--- src/rtl/fp_pkg.sv ---
// Shared types and helpers for the pipelined floating-point multiplier:
// operand classes, special-result codes, flag positions and field helpers.
package fp_pkg;

    typedef enum logic [1:0] {
        CLS_ZERO,
        CLS_NORM,
        CLS_INF,
        CLS_NAN
    } fp_class_e;

    typedef enum logic [1:0] {
        SPC_NONE,
        SPC_QNAN,
        SPC_INF,
        SPC_ZERO
    } fp_special_e;

    localparam int FLAG_INVALID   = 3;
    localparam int FLAG_OVERFLOW  = 2;
    localparam int FLAG_UNDERFLOW = 1;
    localparam int FLAG_INEXACT   = 0;

    localparam int               MAX_W = 64;
    localparam logic [MAX_W-1:0] ONE   = 64'd1;

    function automatic int bias(input int exp_w);
        return (1 << (exp_w - 1)) - 1;
    endfunction

    function automatic logic [MAX_W-1:0] exp_field(input logic [MAX_W-1:0] x,
                                                   input int exp_w, input int man_w);
        return (x >> man_w) & ((ONE << exp_w) - ONE);
    endfunction

    function automatic logic [MAX_W-1:0] frac_field(input logic [MAX_W-1:0] x,
                                                    input int man_w);
        return x & ((ONE << man_w) - ONE);
    endfunction

    // Canonical quiet NaN: sign 0, exponent all ones, fraction MSB set.
    function automatic logic [MAX_W-1:0] qnan(input int exp_w, input int man_w);
        return (((ONE << exp_w) - ONE) << man_w) | (ONE << (man_w - 1));
    endfunction

    // Denormals classify as zero: the datapath flushes them.
    function automatic fp_class_e classify(input logic exp_zero, input logic exp_ones,
                                           input logic frac_zero);
        if (exp_zero)  return CLS_ZERO;
        if (!exp_ones) return CLS_NORM;
        return frac_zero ? CLS_INF : CLS_NAN;
    endfunction

endpackage

--- src/rtl/fp_round_pack.sv ---
// Final-stage combinational logic: normalise the mantissa product, round
// (RNE or truncate), apply range limits and special results, and pack.
module fp_round_pack
    import fp_pkg::*;
#(
    parameter int EXP_W    = 8,
    parameter int MAN_W    = 23,
    parameter int ROUND_EN = 1
) (
    input  logic                        sign,
    input  fp_special_e                 spec,
    input  logic signed [EXP_W+1:0]     esum,
    input  logic [2*MAN_W+1:0]          prod,
    output logic [EXP_W+MAN_W:0]        p,
    output logic [3:0]                  flags
);

    localparam int W  = 1 + EXP_W + MAN_W;
    localparam int PW = 2 * MAN_W + 2;
    localparam int EW = EXP_W + 2;

    localparam logic [W-1:0]          QNAN    = W'(qnan(EXP_W, MAN_W));
    localparam logic signed [EW-1:0]  EXP_MAX = EW'((1 << EXP_W) - 1);

    logic [PW-2:0]          norm;
    logic signed [EW-1:0]   exp_n;
    logic signed [EW-1:0]   exp_r;
    logic [MAN_W-1:0]       frac;
    logic                   guard;
    logic                   sticky;
    logic                   rnd_up;
    logic [MAN_W:0]         frac_r;

    // NOTE: every output of a combinational block gets a default at the top,
    // so no path can leave a value unassigned and infer a latch.
    always_comb begin
        norm   = prod[PW-1] ? prod[PW-2:0] : {prod[PW-3:0], 1'b0};
        exp_n  = prod[PW-1] ? esum + EW'(1) : esum;
        frac   = norm[PW-2 -: MAN_W];
        guard  = norm[PW-2-MAN_W];
        sticky = |norm[PW-3-MAN_W:0];
        rnd_up = (ROUND_EN != 0) && guard && (sticky || frac[0]);
        frac_r = {1'b0, frac} + (MAN_W+1)'(rnd_up);
        // A carry out of the fraction leaves it all-zero: bump the exponent.
        exp_r  = exp_n + $signed({{(EW-1){1'b0}}, frac_r[MAN_W]});

        p     = '0;
        flags = '0;
        unique case (spec)
            SPC_QNAN: begin
                p                   = QNAN;
                flags[FLAG_INVALID] = 1'b1;
            end
            SPC_INF:  p = {sign, {EXP_W{1'b1}}, {MAN_W{1'b0}}};
            SPC_ZERO: p = {sign, {(W-1){1'b0}}};
            default: begin
                if (exp_r >= EXP_MAX) begin
                    p                    = {sign, {EXP_W{1'b1}}, {MAN_W{1'b0}}};
                    flags[FLAG_OVERFLOW] = 1'b1;
                    flags[FLAG_INEXACT]  = 1'b1;
                end else if (exp_r <= 0) begin
                    p                     = {sign, {(W-1){1'b0}}};
                    flags[FLAG_UNDERFLOW] = 1'b1;
                    flags[FLAG_INEXACT]   = 1'b1;
                end else begin
                    p                   = {sign, exp_r[EXP_W-1:0], frac_r[MAN_W-1:0]};
                    flags[FLAG_INEXACT] = guard | sticky;
                end
            end
        endcase
    end

endmodule

--- src/rtl/fp_mul_pipe.sv ---
// Three-stage floating-point multiplier with a valid/ready handshake:
// unpack/classify, mantissa multiply, normalise/round/pack. Global stall.
module fp_mul_pipe
    import fp_pkg::*;
#(
    parameter int EXP_W    = 8,
    parameter int MAN_W    = 23,
    parameter int ROUND_EN = 1
) (
    input  logic                     clk,
    input  logic                     rst,
    input  logic                     in_valid,
    output logic                     in_ready,
    input  logic [EXP_W+MAN_W:0]     a,
    input  logic [EXP_W+MAN_W:0]     b,
    output logic                     out_valid,
    input  logic                     out_ready,
    output logic [EXP_W+MAN_W:0]     p,
    output logic [3:0]               flags
);

    localparam int W  = 1 + EXP_W + MAN_W;
    localparam int PW = 2 * MAN_W + 2;
    localparam int EW = EXP_W + 2;

    localparam logic signed [EW-1:0] BIAS = EW'(bias(EXP_W));

    logic                   advance;
    logic [EXP_W-1:0]       ea, eb;
    logic [MAN_W-1:0]       fa, fb;
    fp_class_e              cls_a, cls_b;
    fp_special_e            spec_d;

    logic                   s1_valid, s1_sign;
    fp_special_e            s1_spec;
    logic signed [EW-1:0]   s1_esum;
    logic [MAN_W:0]         s1_ma, s1_mb;

    logic                   s2_valid, s2_sign;
    fp_special_e            s2_spec;
    logic signed [EW-1:0]   s2_esum;
    logic [PW-1:0]          s2_prod;

    logic [W-1:0]           rp_p;
    logic [3:0]             rp_flags;

    // Every stage moves together; nothing advances while the output is blocked.
    assign advance  = !out_valid || out_ready;
    assign in_ready = advance;

    assign ea    = EXP_W'(exp_field(MAX_W'(a), EXP_W, MAN_W));
    assign eb    = EXP_W'(exp_field(MAX_W'(b), EXP_W, MAN_W));
    assign fa    = MAN_W'(frac_field(MAX_W'(a), MAN_W));
    assign fb    = MAN_W'(frac_field(MAX_W'(b), MAN_W));
    assign cls_a = classify(ea == '0, ea == '1, fa == '0);
    assign cls_b = classify(eb == '0, eb == '1, fb == '0);

    always_comb begin
        spec_d = SPC_NONE;
        if (cls_a == CLS_NAN || cls_b == CLS_NAN ||
            (cls_a == CLS_ZERO && cls_b == CLS_INF) ||
            (cls_a == CLS_INF && cls_b == CLS_ZERO))
            spec_d = SPC_QNAN;
        else if (cls_a == CLS_INF || cls_b == CLS_INF)
            spec_d = SPC_INF;
        else if (cls_a == CLS_ZERO || cls_b == CLS_ZERO)
            spec_d = SPC_ZERO;
    end

    // NOTE: registers use non-blocking assignments so every stage samples the
    // previous stage's old value on the same edge.
    always_ff @(posedge clk or posedge rst) begin
        if (rst) begin
            s1_valid  <= 1'b0;
            s1_sign   <= 1'b0;
            s1_spec   <= SPC_NONE;
            s1_esum   <= '0;
            s1_ma     <= '0;
            s1_mb     <= '0;
            s2_valid  <= 1'b0;
            s2_sign   <= 1'b0;
            s2_spec   <= SPC_NONE;
            s2_esum   <= '0;
            s2_prod   <= '0;
            out_valid <= 1'b0;
            p         <= '0;
            flags     <= '0;
        end else if (advance) begin
            s1_valid  <= in_valid;
            s1_sign   <= a[W-1] ^ b[W-1];
            s1_spec   <= spec_d;
            s1_esum   <= $signed({2'b00, ea}) + $signed({2'b00, eb}) - BIAS;
            s1_ma     <= {1'b1, fa};
            s1_mb     <= {1'b1, fb};

            s2_valid  <= s1_valid;
            s2_sign   <= s1_sign;
            s2_spec   <= s1_spec;
            s2_esum   <= s1_esum;
            s2_prod   <= PW'(s1_ma) * PW'(s1_mb);

            out_valid <= s2_valid;
            p         <= rp_p;
            flags     <= rp_flags;
        end
    end

    fp_round_pack #(
        .EXP_W    (EXP_W),
        .MAN_W    (MAN_W),
        .ROUND_EN (ROUND_EN)
    ) u_round_pack (
        .sign  (s2_sign),
        .spec  (s2_spec),
        .esum  (s2_esum),
        .prod  (s2_prod),
        .p     (rp_p),
        .flags (rp_flags)
    );

endmodule
--- config.mk ---
export PLATFORM = sky130hd
export DESIGN_NAME = fp_mul_pipe
export DESIGN_NICKNAME = d
export VERILOG_FILES = /design/src/rtl/fp_pkg.sv /design/src/rtl/fp_round_pack.sv /design/src/rtl/fp_mul_pipe.sv
export SDC_FILE = /design/constraint.sdc
export NUM_CORES = 2
export LEC_CHECK = 0
export ABC_CLOCK_PERIOD_IN_PS = 20400
export CAP_MARGIN = 10
export CORE_MARGIN = 1
export CORE_UTILIZATION = 55
export DETAILED_ROUTE_END_ITERATION = 10
export PLACE_DENSITY = 0.71
export SLEW_MARGIN = 20
export SYNTH_ARGS = -nofsm -noshare
export SYNTH_HDL_FRONTEND = slang
export SYNTH_SLANG_ARGS = --single-unit
--- constraint.sdc ---
create_clock -name clk -period 20.4 [get_ports clk]
set_input_delay 4.08 -clock clk [delete_from_list [all_inputs] [get_ports clk]]
set_output_delay 4.08 -clock clk [all_outputs]
set_load 0.03 [all_outputs]
# After elaboration in Yosys (flattened, before gate mapping)

Cells that the tools add are included.

Muxes and demuxes: 31
Order comparisons: 2
Reductions and logical operators: 19
Add/subtract/negate cells: 5
Equality and inequality tests: 9
$mul: 1
Bitwise operators: 2

Operator list:

| kind                                                                               | count |
|---|---|
| 32-bit case mux with 3 select lines                                                | 1 |
| 31-bit two-way mux                                                                 | 2 |
| 24-bit by 24-bit multiplier with 48-bit output                                     | 1 |
| 47-bit two-way mux                                                                 | 1 |
| 23-bit zero test                                                                   | 2 |
| 23-bit by 1-bit adder with 24-bit output                                           | 1 |
| 23-bit OR reduction                                                                | 1 |
| 2-bit two-way mux                                                                  | 11 |
| 8-bit equality test (second input constant)                                        | 2 |
| 8-bit zero test                                                                    | 2 |
| 1-bit two-way mux                                                                  | 14 |
| 2-bit equality test (second input constant)                                        | 6 |
| 10-bit by 2-bit adder with 10-bit output                                           | 1 |
| 10-bit by 2-bit adder with 10-bit output (second input constant)                   | 1 |
| 10-bit by 9-bit >= comparator with 1-bit output (second input constant)            | 1 |
| 10-bit by 1-bit less-or-equal comparator with 1-bit output (second input constant) | 1 |
| 10-bit two-way mux                                                                 | 1 |
| 9-bit by 7-bit subtractor with 10-bit output (second input constant)               | 1 |
| 8-bit by 8-bit adder with 9-bit output                                             | 1 |
| 1-bit logical OR                                                                   | 7 |
| 2-bit zero test                                                                    | 2 |
| 1-bit logical AND                                                                  | 3 |
| 3-bit two-way mux                                                                  | 1 |
| 3-bit OR reduction                                                                 | 1 |
| other kinds (4)                                                                    | 4 |

Word-level logic and storage cells: 83
Bits in registers: 161
Output and inout bits: 38
Bits of input ports: 68

# Longest topological paths before layout

Word-level depth: 10
Mapped depth: 26

# Hierarchy

Synthesis repeated with hierarchy kept, for this count alone.

Cell total of the unflattened synthesis: 3178
Area total of the unflattened synthesis: 27571.4 µm²

Modules (own cells, without submodules):

| module        | sequential area each (µm²) | cells an instance | times used | area an instance (µm²) |
|---|---|---|---|---|
| fp_mul_pipe   | 4003.8                     | 2861              | 1          | 25285.5 |
| fp_round_pack | 0.0                        | 317               | 1          | 2285.9 |

# Worst setup path after synthesis

OpenSTA, ideal clock, no wires.

Path kind: input to output
Start: input port out_ready
End: output port in_ready
Data required time: 16.320 ns
Arrival time: 5.257 ns
Stages: 5
Path slack: 11.063 ns
Cells stage by stage: nor2b_1 inv_1 clkbuf_1 clkbuf_1 clkbuf_1

Longest elaborated chain between the ends: 1

RTL lines:

| item             | line              | RTL |
|---|---|---|
| start, declared  | fp_mul_pipe.sv:17 | `input logic out_ready,` |
| 1-bit logical OR | fp_mul_pipe.sv:48 | `assign advance = !out_valid \|\| out_ready;` |
| end, declared    | fp_mul_pipe.sv:13 | `output logic in_ready,` |

Every way passes these cells.

# Final worst setup path

Same ends and word-level chain as after synthesis.

==> results.py <==
metrics = {
    "status": {
        "outcome": "complete, no violations",
    },
    "clock_tree": {
        "cts_tree": "done",
        "post_cts_resized": 0,
        "clk_pin_slew_ns": 0.08,
        "cts.sinks": 160,
        "cts_root_buffer": "clkbuf_16",
        "cts_hold_buf": 0,
        "clk_latency_ns": 0.49,
        "cts_made_buffers": 17,
        "cts_setup_buffers": 0,
        "cts_buffer_depth": 2,
        "htree_levels": 4,
    },
    "timing": {
        "rsz0062_at_grt": "no",
        "setup_viol": 0,
        "skew_ns": 0.00922,
        "max_slew.worst_pin.slew_ns": 1.21,
        "post-route-period-util_pct": 49.7,
        "slew_viol_final": 0,
        "whs_ns": 0.474,
        "slew_headroom_pct": 19.1,
        "fin_crit_ns": 10.14,
        "setup-tns-final_ns": 0,
        "hold_viol": 0,
        "fmax_mhz": 98.6,
    },
    "floorplan": {
        "core-area_sq_mm": 0.0490,
        "ioPinCount": 106,
        "rows": 81,
        "die_w_um": 225,
        "die_area_sq_mm": 0.0505,
        "die_h_um": 225,
        "start_util_pct": 55.7,
    },
    "setup_path": {
        "cp_cell_sequence": "clkdlybuf4s50_1 > nor2b_4 > inv_4 > clkdlybuf4s50_1",
        "critPathRequiredTime_ns": 16.32,
        "cpMostUsedCell": "clkdlybuf4s50_1",
        "path_max_fanout": 51,
        "cpPeakStageDelay_ns": 0.70,
        "start_kind": "primary input",
        "path_buf_inv": 3,
        "crit_family": "buffers and inverters",
        "worstSetupPathType": "primary input to output port",
        "cp_slowest_cell": "clkdlybuf4s50_1",
        "end_kind": "output port",
        "arrival_ns": 6.06,
    },
    "yosys": {
        "synth.area.top_cells": "fa_1 35%, dfrtp_1 15%, ha_1 9.1%",
        "synth_largest_area_cell": "fa_1",
        "ys.flop_type": "dfrtp_1",
        "synth-seq-area-share_pct": 14.7,
        "synth_top_area_share_pct": 35.5,
        "yosysWarnings": 0,
        "synth_seq_cells": 160,
        "synthAdderAreaFrac_pct": 44.6,
        "async_flop_share_pct": 100,
        "synth_area_per_cell_sq_um": 8.84,
        "synth_mux_area_share_pct": 0.826,
        "yosys.area_share.simple_pct": 20.0,
        "synth.distinct_cells": 75,
        "syn-cell-area_sq_mm": 0.0273,
        "synth.net_count": 3833,
        "synth_top_family_by_area": "adder cells",
        "synth_edf_count": 0,
        "synth_compound_area_share_pct": 6.73,
        "synth_xor_area_share_pct": 2.94,
        "synthCells": 3083,
    },
    "routing": {
        "detail-route-antenna-nets": 0,
        "drt-vias-per-instance": 5.57,
        "wl_um": 68700,
        "drc_errors": 0,
        "first_iter_violations": 1379,
        "wire_per_inst_um": 18.3,
        "firstDrtPassIters": 7,
        "vias": 20900,
    },
    "cells_and_area": {
        "fillers": 4324,
        "syn_to_final_growth_pct": 7.66,
        "regArea_sq_mm": 0.00401,
        "fin_nets": 3821,
        "multi_input_area_sq_mm": 0.0205,
        "layout-drive-gt1-share_pct": 2.69,
    },
    "global_routing": {
        "globalRouteOverflowTotal": 0,
        "grt.total_usage_pct": 28.9,
        "grt_max_degree": 98,
        "grt_pass1_wl_um": 114000,
        "grt_pass1_vias": 22100,
        "antenna_found_initial": 1,
    },
    "placed_design": {
        "dp_hpwl_um": 52900,
        "port_buffers": 105,
        "routabilityCongestion": 0.880,
    },
    "hold_path": {
        "hold_path_class": "flip-flop to flip-flop",
    },
    "run": {
        "maxCapViolCount": 0,
    },
}
[through the flow]
step,instances,util (%),instance area [sq um],worst slack (ns)
floorplan,3083,-,27300,11.06
global placement,3716,58.7,28700,10.29
detailed placement,3716,58.7,28700,10.26
CTS,3748,60.0,29300,10.25
global route,3748,60.0,29300,10.13
finish,3749,60.0,29400,10.26
[layout by cell type (no fill, tap or decap), types with 6 or more instances in the layout]
cell type	count
and4_1	7
nor3b_1	15
o21ai_0	41
nor3_1	22
a22o_1	22
mux2i_1	18
clkbuf_16	17
ha_1	199
a31oi_1	6
a211oi_1	13
buf_4	24
a21oi_1	91
nand2_1	573
a21o_1	18
a21boi_0	10
xor2_1	30
clkdlybuf4s50_1	105
nor2_1	76
o31ai_1	10
nand4_1	17
inv_1	568
o21bai_1	14
and3_1	10
xnor2_1	57
o211ai_1	6
nor4_1	21
fa_1	483
dfrtp_1	158
and2_1	314
nand3_1	33
[worst min-delay path, cell delays in order (launching register included)]
cell and delay (ns):
dfrtp_1 0.35, nand2_1 0.05, nand2_1 0.05
[Yosys cell counts (all sizes together) (30+ instances only)]
library cell    n
ha            199
xnor2          58
fa            483
inv           570
xor2           30
nand3          33
nor2           77
dfrtp         160
and2          314
o21ai          45
nand2         574
a21oi          91
clkbuf        141
[path summary, 6_finish.rpt]
check / from / endpoint / slack (ns) / cells past startpoint
max: out_ready / in_ready / 10.26 / 4
min: s2_prod[0] / s2_prod[0] / 0.47 / 2
max reg2reg: s1_mb[3] / s2_prod[47] / 12.26 / 24
min reg2reg: s2_prod[0] / s2_prod[0] / 0.47 / 2
max in group asynchronous: rst / s2_prod[42] / 14.71 / 3
min in group asynchronous: rst / s2_prod[8] / 4.11 / 2
[routing by layer]
metal	vias up	part of all wire, %	global-route usage, %
li1	9402	-	-
met1	10700	41	37.6
met2	646	50	49.2
met3	111	6.8	5.12
met4	2	2.5	9.08
met5	-	0.019	0
[kinds of logic (layout without fill, tap and decap cells)]
logic type                 count (synthesis)  in the layout
and+or+nand+nor                         1123           1123
xor gates and xnor gates                  89             89
muxes                                     22             22
AOI/OAI and AO/OA                        277            277
buffers and inverters                    730            731
adders and majority gates                682            682
other                                      0              1
DFF                                      160            160
[state kept, by name, indices dropped and copies added (netlist names)]
register   cells
s1_sign        1
s2_prod       48
s1_mb         23
s1_esum       10
s1_valid       1
s2_sign        1
out_valid      1
s2_esum       10
s1_ma         24
s2_spec        2
p             32
s1_spec        2
s2_valid       1
flags          4
[final cells by class]
cell class | count | area share (%)
Clock inverter | 15 | 0.708
Timing Repair Buffer | 129 | 4.19
Inverter | 570 | 7.32
Multi-Input combinational cell | 2193 | 69.8
Tap cell | 664 | 2.83
Clock buffer | 17 | 1.45
Sequential cell | 160 | 13.6
Antenna cell | 1 | 0.00853
Power is left out: the tool's default activity adds up to more than one toggle a clock period on the data nets, which glitch-free logic cannot reach.
